File: config.mk
export PLATFORM = sky130hd
export DESIGN_NAME = fc_psum_acc_flat
export DESIGN_NICKNAME = d
export VERILOG_FILES = /design/src/rtl/fc_psum_acc_pkg.sv /design/src/rtl/fc_psum_acc_if.sv /design/src/rtl/fc_psum_acc.sv /design/src/flat_wrapper.sv
export SDC_FILE = /design/constraint.sdc
export NUM_CORES = 1
export LEC_CHECK = 0
export CAP_MARGIN = 5
export CORE_ASPECT_RATIO = 0.9
export CORE_UTILIZATION = 47
export DETAILED_ROUTE_END_ITERATION = 10
export SYNTH_ARGS = -nofsm -noshare
export SYNTH_HDL_FRONTEND = slang
export SYNTH_SLANG_ARGS = --single-unit
File: constraint.sdc
create_clock -name clk -period 7.8 [get_ports clk]
set_clock_uncertainty 0.2 [all_clocks]
set_input_delay 1.56 -clock clk [delete_from_list [all_inputs] [get_ports clk]]
set_output_delay 1.56 -clock clk [all_outputs]
set_load 0.05 [all_outputs]
File: src/rtl/fc_psum_acc_pkg.sv
// Shared types and post-processing for FC output stages.
// Holds the psum accumulator FSM states and the sat/ReLU helper.
package fc_pkg;

  typedef enum logic [1:0] {
    IDLE,
    ACCUM,
    DRAIN,
    DONE
  } state_t;

  localparam int PSUM_W  = 8;
  localparam int OUT_MAX = 127;
  localparam int OUT_MIN = -128;

  function automatic logic [PSUM_W-1:0] sat_relu(
    input int   a,
    input logic relu_en
  );
    logic [PSUM_W-1:0] r;
    if (relu_en && a < 0)
      r = '0;
    else if (a > OUT_MAX)
      r = 8'h7f;
    else if (a < OUT_MIN)
      r = 8'h80;
    else
      r = a[PSUM_W-1:0];
    return r;
  endfunction

endpackage

File: src/rtl/fc_psum_acc_if.sv
// Psum input stream and drained result stream of the FC accumulator.
// slave = accumulator side, master = PE column / output writer side.
interface fc_psum_acc_if;
  import fc_pkg::*;

  logic              psum_valid_i;
  logic [PSUM_W-1:0] psum_i;
  logic              in_ready_o;
  logic              out_valid_o;
  logic              out_ready_i;
  logic [PSUM_W-1:0] out_data_o;

  modport slave (
    input  psum_valid_i,
    input  psum_i,
    input  out_ready_i,
    output in_ready_o,
    output out_valid_o,
    output out_data_o
  );

  modport master (
    output psum_valid_i,
    output psum_i,
    output out_ready_i,
    input  in_ready_o,
    input  out_valid_o,
    input  out_data_o
  );

endinterface

File: src/rtl/fc_psum_acc.sv
// Multi-pass psum accumulator behind an FC systolic column.
// Accumulates per-index psums, then drains sat/ReLU results in order.
module fc_psum_acc
  import fc_pkg::*;
#(
  parameter int DEPTH  = 16,
  parameter int ACC_W  = 16,
  parameter int PASS_W = 4
) (
  input  logic                       clk,
  input  logic                       rst_n,
  input  logic                       start_i,
  input  logic [$clog2(DEPTH+1)-1:0] len_i,
  input  logic [PASS_W-1:0]          passes_i,
  input  logic                       relu_en_i,
  fc_psum_acc_if.slave               bus,
  output logic                       busy_o,
  output logic                       done_o
);

  localparam int LEN_W = $clog2(DEPTH + 1);
  localparam int IDX_W = (DEPTH > 1) ? $clog2(DEPTH) : 1;

  state_t              state;
  logic [LEN_W-1:0]    len;
  logic [PASS_W-1:0]   passes;
  logic                relu;
  logic [IDX_W-1:0]    idx;
  logic [IDX_W-1:0]    rd;
  logic [PASS_W-1:0]   pass;

  logic signed [ACC_W-1:0] acc [DEPTH];

  logic                    last_idx;
  logic                    last_pass;
  logic                    last_rd;
  logic                    acc_we;
  logic [LEN_W-1:0]        len_c;
  logic signed [ACC_W-1:0] psum_x;

  assign last_idx  = (LEN_W'(idx) == len - 1'b1);
  assign last_rd   = (LEN_W'(rd) == len - 1'b1);
  assign last_pass = (pass == passes - 1'b1);
  assign acc_we    = (state == ACCUM) && bus.psum_valid_i;

  assign len_c = (len_i > LEN_W'(DEPTH)) ? LEN_W'(DEPTH) : len_i;

  assign psum_x = {{(ACC_W-PSUM_W){bus.psum_i[PSUM_W-1]}},
                   bus.psum_i};

  always_ff @(posedge clk) begin
    if (!rst_n) begin
      state  <= IDLE;
      len    <= '0;
      passes <= '0;
      relu   <= 1'b0;
      idx    <= '0;
      rd     <= '0;
      pass   <= '0;
    end else begin
      unique case (state)
        IDLE: begin
          if (start_i && len_i != '0 && passes_i != '0) begin
            len    <= len_c;
            passes <= passes_i;
            relu   <= relu_en_i;
            idx    <= '0;
            pass   <= '0;
            state  <= ACCUM;
          end
        end
        ACCUM: begin
          if (bus.psum_valid_i) begin
            if (last_idx) begin
              idx <= '0;
              if (last_pass) begin
                rd    <= '0;
                state <= DRAIN;
              end else begin
                pass <= pass + 1'b1;
              end
            end else begin
              idx <= idx + 1'b1;
            end
          end
        end
        DRAIN: begin
          if (bus.out_ready_i) begin
            if (last_rd)
              state <= DONE;
            else
              rd <= rd + 1'b1;
          end
        end
        DONE: state <= IDLE;
        default: state <= IDLE;
      endcase
    end
  end

  // No reset on the buffer: pass 0 overwrites every live entry.
  always_ff @(posedge clk) begin
    if (acc_we)
      acc[idx] <= (pass == '0) ? psum_x : acc[idx] + psum_x;
  end

  assign bus.in_ready_o  = (state == ACCUM);
  assign bus.out_valid_o = (state == DRAIN);
  assign bus.out_data_o  = (state == DRAIN)
                         ? sat_relu(int'(acc[rd]), relu)
                         : '0;
  assign busy_o = (state != IDLE);
  assign done_o = (state == DONE);

endmodule
File: src/flat_wrapper.sv
// flat-port wrapper written by rule: the top's interface ports become plain ports
module fc_psum_acc_flat import fc_pkg::*;
#(
  parameter int DEPTH  = 16,
  parameter int ACC_W  = 16,
  parameter int PASS_W = 4
)
  (clk, rst_n, start_i, len_i, passes_i, relu_en_i, busy_o, done_o, bus_psum_valid_i, bus_psum_i, bus_out_ready_i, bus_in_ready_o, bus_out_valid_o, bus_out_data_o);
  fc_psum_acc_if bus_i ();
  input  logic clk;
  input  logic rst_n;
  input  logic start_i;
  input  logic [$clog2(DEPTH+1)-1:0] len_i;
  input  logic [PASS_W-1:0] passes_i;
  input  logic relu_en_i;
  output logic busy_o;
  output logic done_o;
  input wire logic [$bits(bus_i.psum_valid_i)-1:0] bus_psum_valid_i;
  input wire logic [$bits(bus_i.psum_i)-1:0] bus_psum_i;
  input wire logic [$bits(bus_i.out_ready_i)-1:0] bus_out_ready_i;
  output wire logic [$bits(bus_i.in_ready_o)-1:0] bus_in_ready_o;
  output wire logic [$bits(bus_i.out_valid_o)-1:0] bus_out_valid_o;
  output wire logic [$bits(bus_i.out_data_o)-1:0] bus_out_data_o;
  assign bus_i.psum_valid_i = bus_psum_valid_i;
  assign bus_i.psum_i = bus_psum_i;
  assign bus_i.out_ready_i = bus_out_ready_i;
  assign bus_in_ready_o = bus_i.in_ready_o;
  assign bus_out_valid_o = bus_i.out_valid_o;
  assign bus_out_data_o = bus_i.out_data_o;
  fc_psum_acc #(.DEPTH(DEPTH), .ACC_W(ACC_W), .PASS_W(PASS_W)) u_core (.clk(clk), .rst_n(rst_n), .start_i(start_i), .len_i(len_i), .passes_i(passes_i), .relu_en_i(relu_en_i), .bus(bus_i), .busy_o(busy_o), .done_o(done_o));
endmodule
==> impl_metrics.csv <==
group,metric,value,unit
sta,rsz0062_at_grt,"no",
floorplan,initial_core_util,47.7,%
flow_run,drv_cap,0,
yosys,synth_top_family_by_area,"multiplexers",
floorplan,num_rows,60,
yosys,ys_seq_elements,288,
global_route,grt.met2_usage,39.2,%
layout,post-route-util,54.3,%
layout,area_delta_synth_final,13.9,%
worst_setup_path,crit_path_cell_trace,"buf_4, mux4_2, a22o_1, a221oi_1, or4b_4, nor4_4, nor2b_1, o21ai_1, clkdlybuf4s50_1",
global_route,grt_max_degree,50,
yosys,synthAdderAreaFrac,2.60,%
pwr,p_per_area,268,nW/um2
global_route,track_usage,24.3,%
worst_setup_path,crit_path_max_incr_delay,940,ps
pwr,p_leak,5.13,nW
global_route,grt_overflow,0,
yosys,synth.largest_area_cell,"edfxtp_1",
pwr,worst_ir_drop_vdd,165,uV
sta,finalSetupViolCount,0,
sta,fin_crit_sh,83.8,%
placed_design,port_buffers,34,
yosys,synth_top_area_share,54.0,%
yosys,yosys-top-cells-area,"edfxtp_1, mux4_2, dfxtp_1",
clock_network,cts_tree,"built",
worst_setup_path,crit_path_top_delay_cell,"dfxtp_1",
worst_setup_path,cp.required,6040,ps
route,drc_errors,0,
clock_network,clock-sinks,288,
global_route,use_met3,4.18,%
clock_network,post_cts_resized,0,
placed_design,dp_hpwl,23.0,mm
global_route,gr-max-usage-layer,"met2",
clock_network,postCtsSetupRepairBufs,0,
sta,hold_viol_final,0,
route,drt_pass1_iterations,5,
worst_setup_path,end_kind,"output pin",
global_route,met1_usage,33.9,%
route,vias,8392,
route,dr.first_iter.drc_count,705,
floorplan,dieArea,31000,um2
yosys,synth_nets,888,
sta,slew_viol_final,0,
sta,slew_headroom,27.5,%
sta,min_period,6540,ps
floorplan,io_pins,35,
clock_network,clk_pin_slew,60,ps
route,drtAntennaViolNets,0,
sta,setup_tns,0,ps
route,wl,36.8,mm
worst_setup_path,worstPathArrival,4780,ps
global_route,grt_pass1_vias,8539,
yosys,synthSimpleGateAreaFrac,5.43,%
clock_network,hold_buffers,0,
clock_network,cts_buffers,30,
floorplan,die_width,186,um
worst_setup_path,cp_max_fo,18,
placed_design,gp_congestion,0.802,
clock_network,root_buffer,"clkbuf_16",
layout,final_area,16200,um2
clock_network,cts-htree-levels,1,
yosys,synth-compound-area-share,4.94,%
yosys,syn_avg_cell_area,17.0,um2
layout,layout_commonest_cell,"edfxtp_1",
layout,antenna-diode-count,0,
layout,layout_common_cells,"edfxtp_1, mux4_2, buf_4",
worst_hold_path,min_path_type,"reg -> reg",
worst_setup_path,critical_path_class,"reg -> out",
clock_network,clk_latency,560,ps
placed_design,dpl_cell_area,15200,um2
global_route,antenna_found_initial,0,
yosys,synth-seq-area-share,58.5,%
global_route,grt_pass1_wl,54.1,mm
layout,layout.nets,949,
sta,tightest_slew,1090,ps
yosys,yosys_warnings,0,
worst_setup_path,startpoint_type,"register",
yosys,synthXorXnorAreaFrac,1.72,%
floorplan,fp.dieH,167,um
clock_network,cts_buffer_depth,3,
layout,drive_gt1_share,27.3,%
yosys,synth_mux_area_share,24.7,%
yosys,synth_cell_types,55,
yosys,synth_edf_count,256,
yosys,yosys_most_used_dff,"edfxtp_1",
route,wire_per_inst,27.8,um
yosys,async_flop_share,0,%
yosys,syn_area,14200,um2
run_status,outcome,"complete, no violations",
yosys,synthCells,836,
sta,max_freq,153,MHz
route,via_per_inst,6.34,
floorplan,coreArea,29900,um2
-- where the power goes --
part | total (mW) | internal (mW) | switching [mW]
Combinational | 1.02 | 0.454 | 0.564
Sequential | 1.88 | 1.81 | 0.0664
Clock | 1.46 | 0.854 | 0.602
-- metrics by stage --
step	hold slack, ps	worst slack, ps	cells	total power [mW]
3_3_place_gp	299	1850	1268	2.89
2_1_floorplan	282	2780	836	2.62
6_report	323	1260	1324	4.35
4_1_cts	326	1230	1324	4.37
5_1_grt	350	967	1324	4.53
3_5_place_dp	314	1830	1268	2.92
-- sequential cells by signal (all words and copies together) (netlist names), named ones only --
name and cells:
u_core.passes 4, u_core.state 2, u_core.relu 1, u_core.idx 4
u_core.len 5, u_core.acc 256, u_core.rd 4, u_core.pass 4
-- kinds of logic after synthesis --
group,count (synthesis)
compound gates,106
xor+xnor,28
fa+ha+maj,29
buf+inv,70
flops,288
mux,169
simple gates,146
-- final timing paths --
kind | start | end | slack [ps] | cells past startpoint
worst max-delay path | register | bus_out_data_o[2] | 1260 | 9
worst min register to register | u_core.state[1] | u_core.state[1] | 320 | 2
worst min-delay path | u_core.state[1] | u_core.state[1] | 320 | 2
worst max register to register | register | u_core.acc[8][15] | 1990 | 12
-- synth_stat cells (all sizes together), types with 9 or more instances --
library cell,n
edfxtp,256
mux4,146
nor2,34
dfxtp,32
o21ai,32
nand2,30
ha,28
buf,26
inv,25
mux2i,22
xnor2,21
and2,19
clkbuf,19
a21oi,17
a221oi,11
nor3,11
nand2b,9
nor2b,9
-- critical path, delay by kind of cell (launching register included) --
kind | cells | cell delay [ps]
AND/OR/NAND/NOR | 3 | 1170
buffers and inverters | 2 | 1160
flip-flops | 1 | 940
AO/OA/AOI/OAI | 3 | 600
multiplexers | 1 | 340
-- metal layers --
layer  routed length, um  part of all wire (%)
met1               14900                    41
met2               17900                    49
met5                   0                     0
met4                 919                   2.5
met3                3030                   8.2
-- final cells by class --
cell class / count / area, um2
inverters: 25 / 93.8
flip-flops and latches: 288 / 8340
multi-input cells: 478 / 5620
repair buffers: 74 / 653
well taps: 403 / 504
clock inverters: 25 / 239
fillers: 2407 / 13700
clock buffers: 31 / 776
Power figures use the tool's default switching activity.
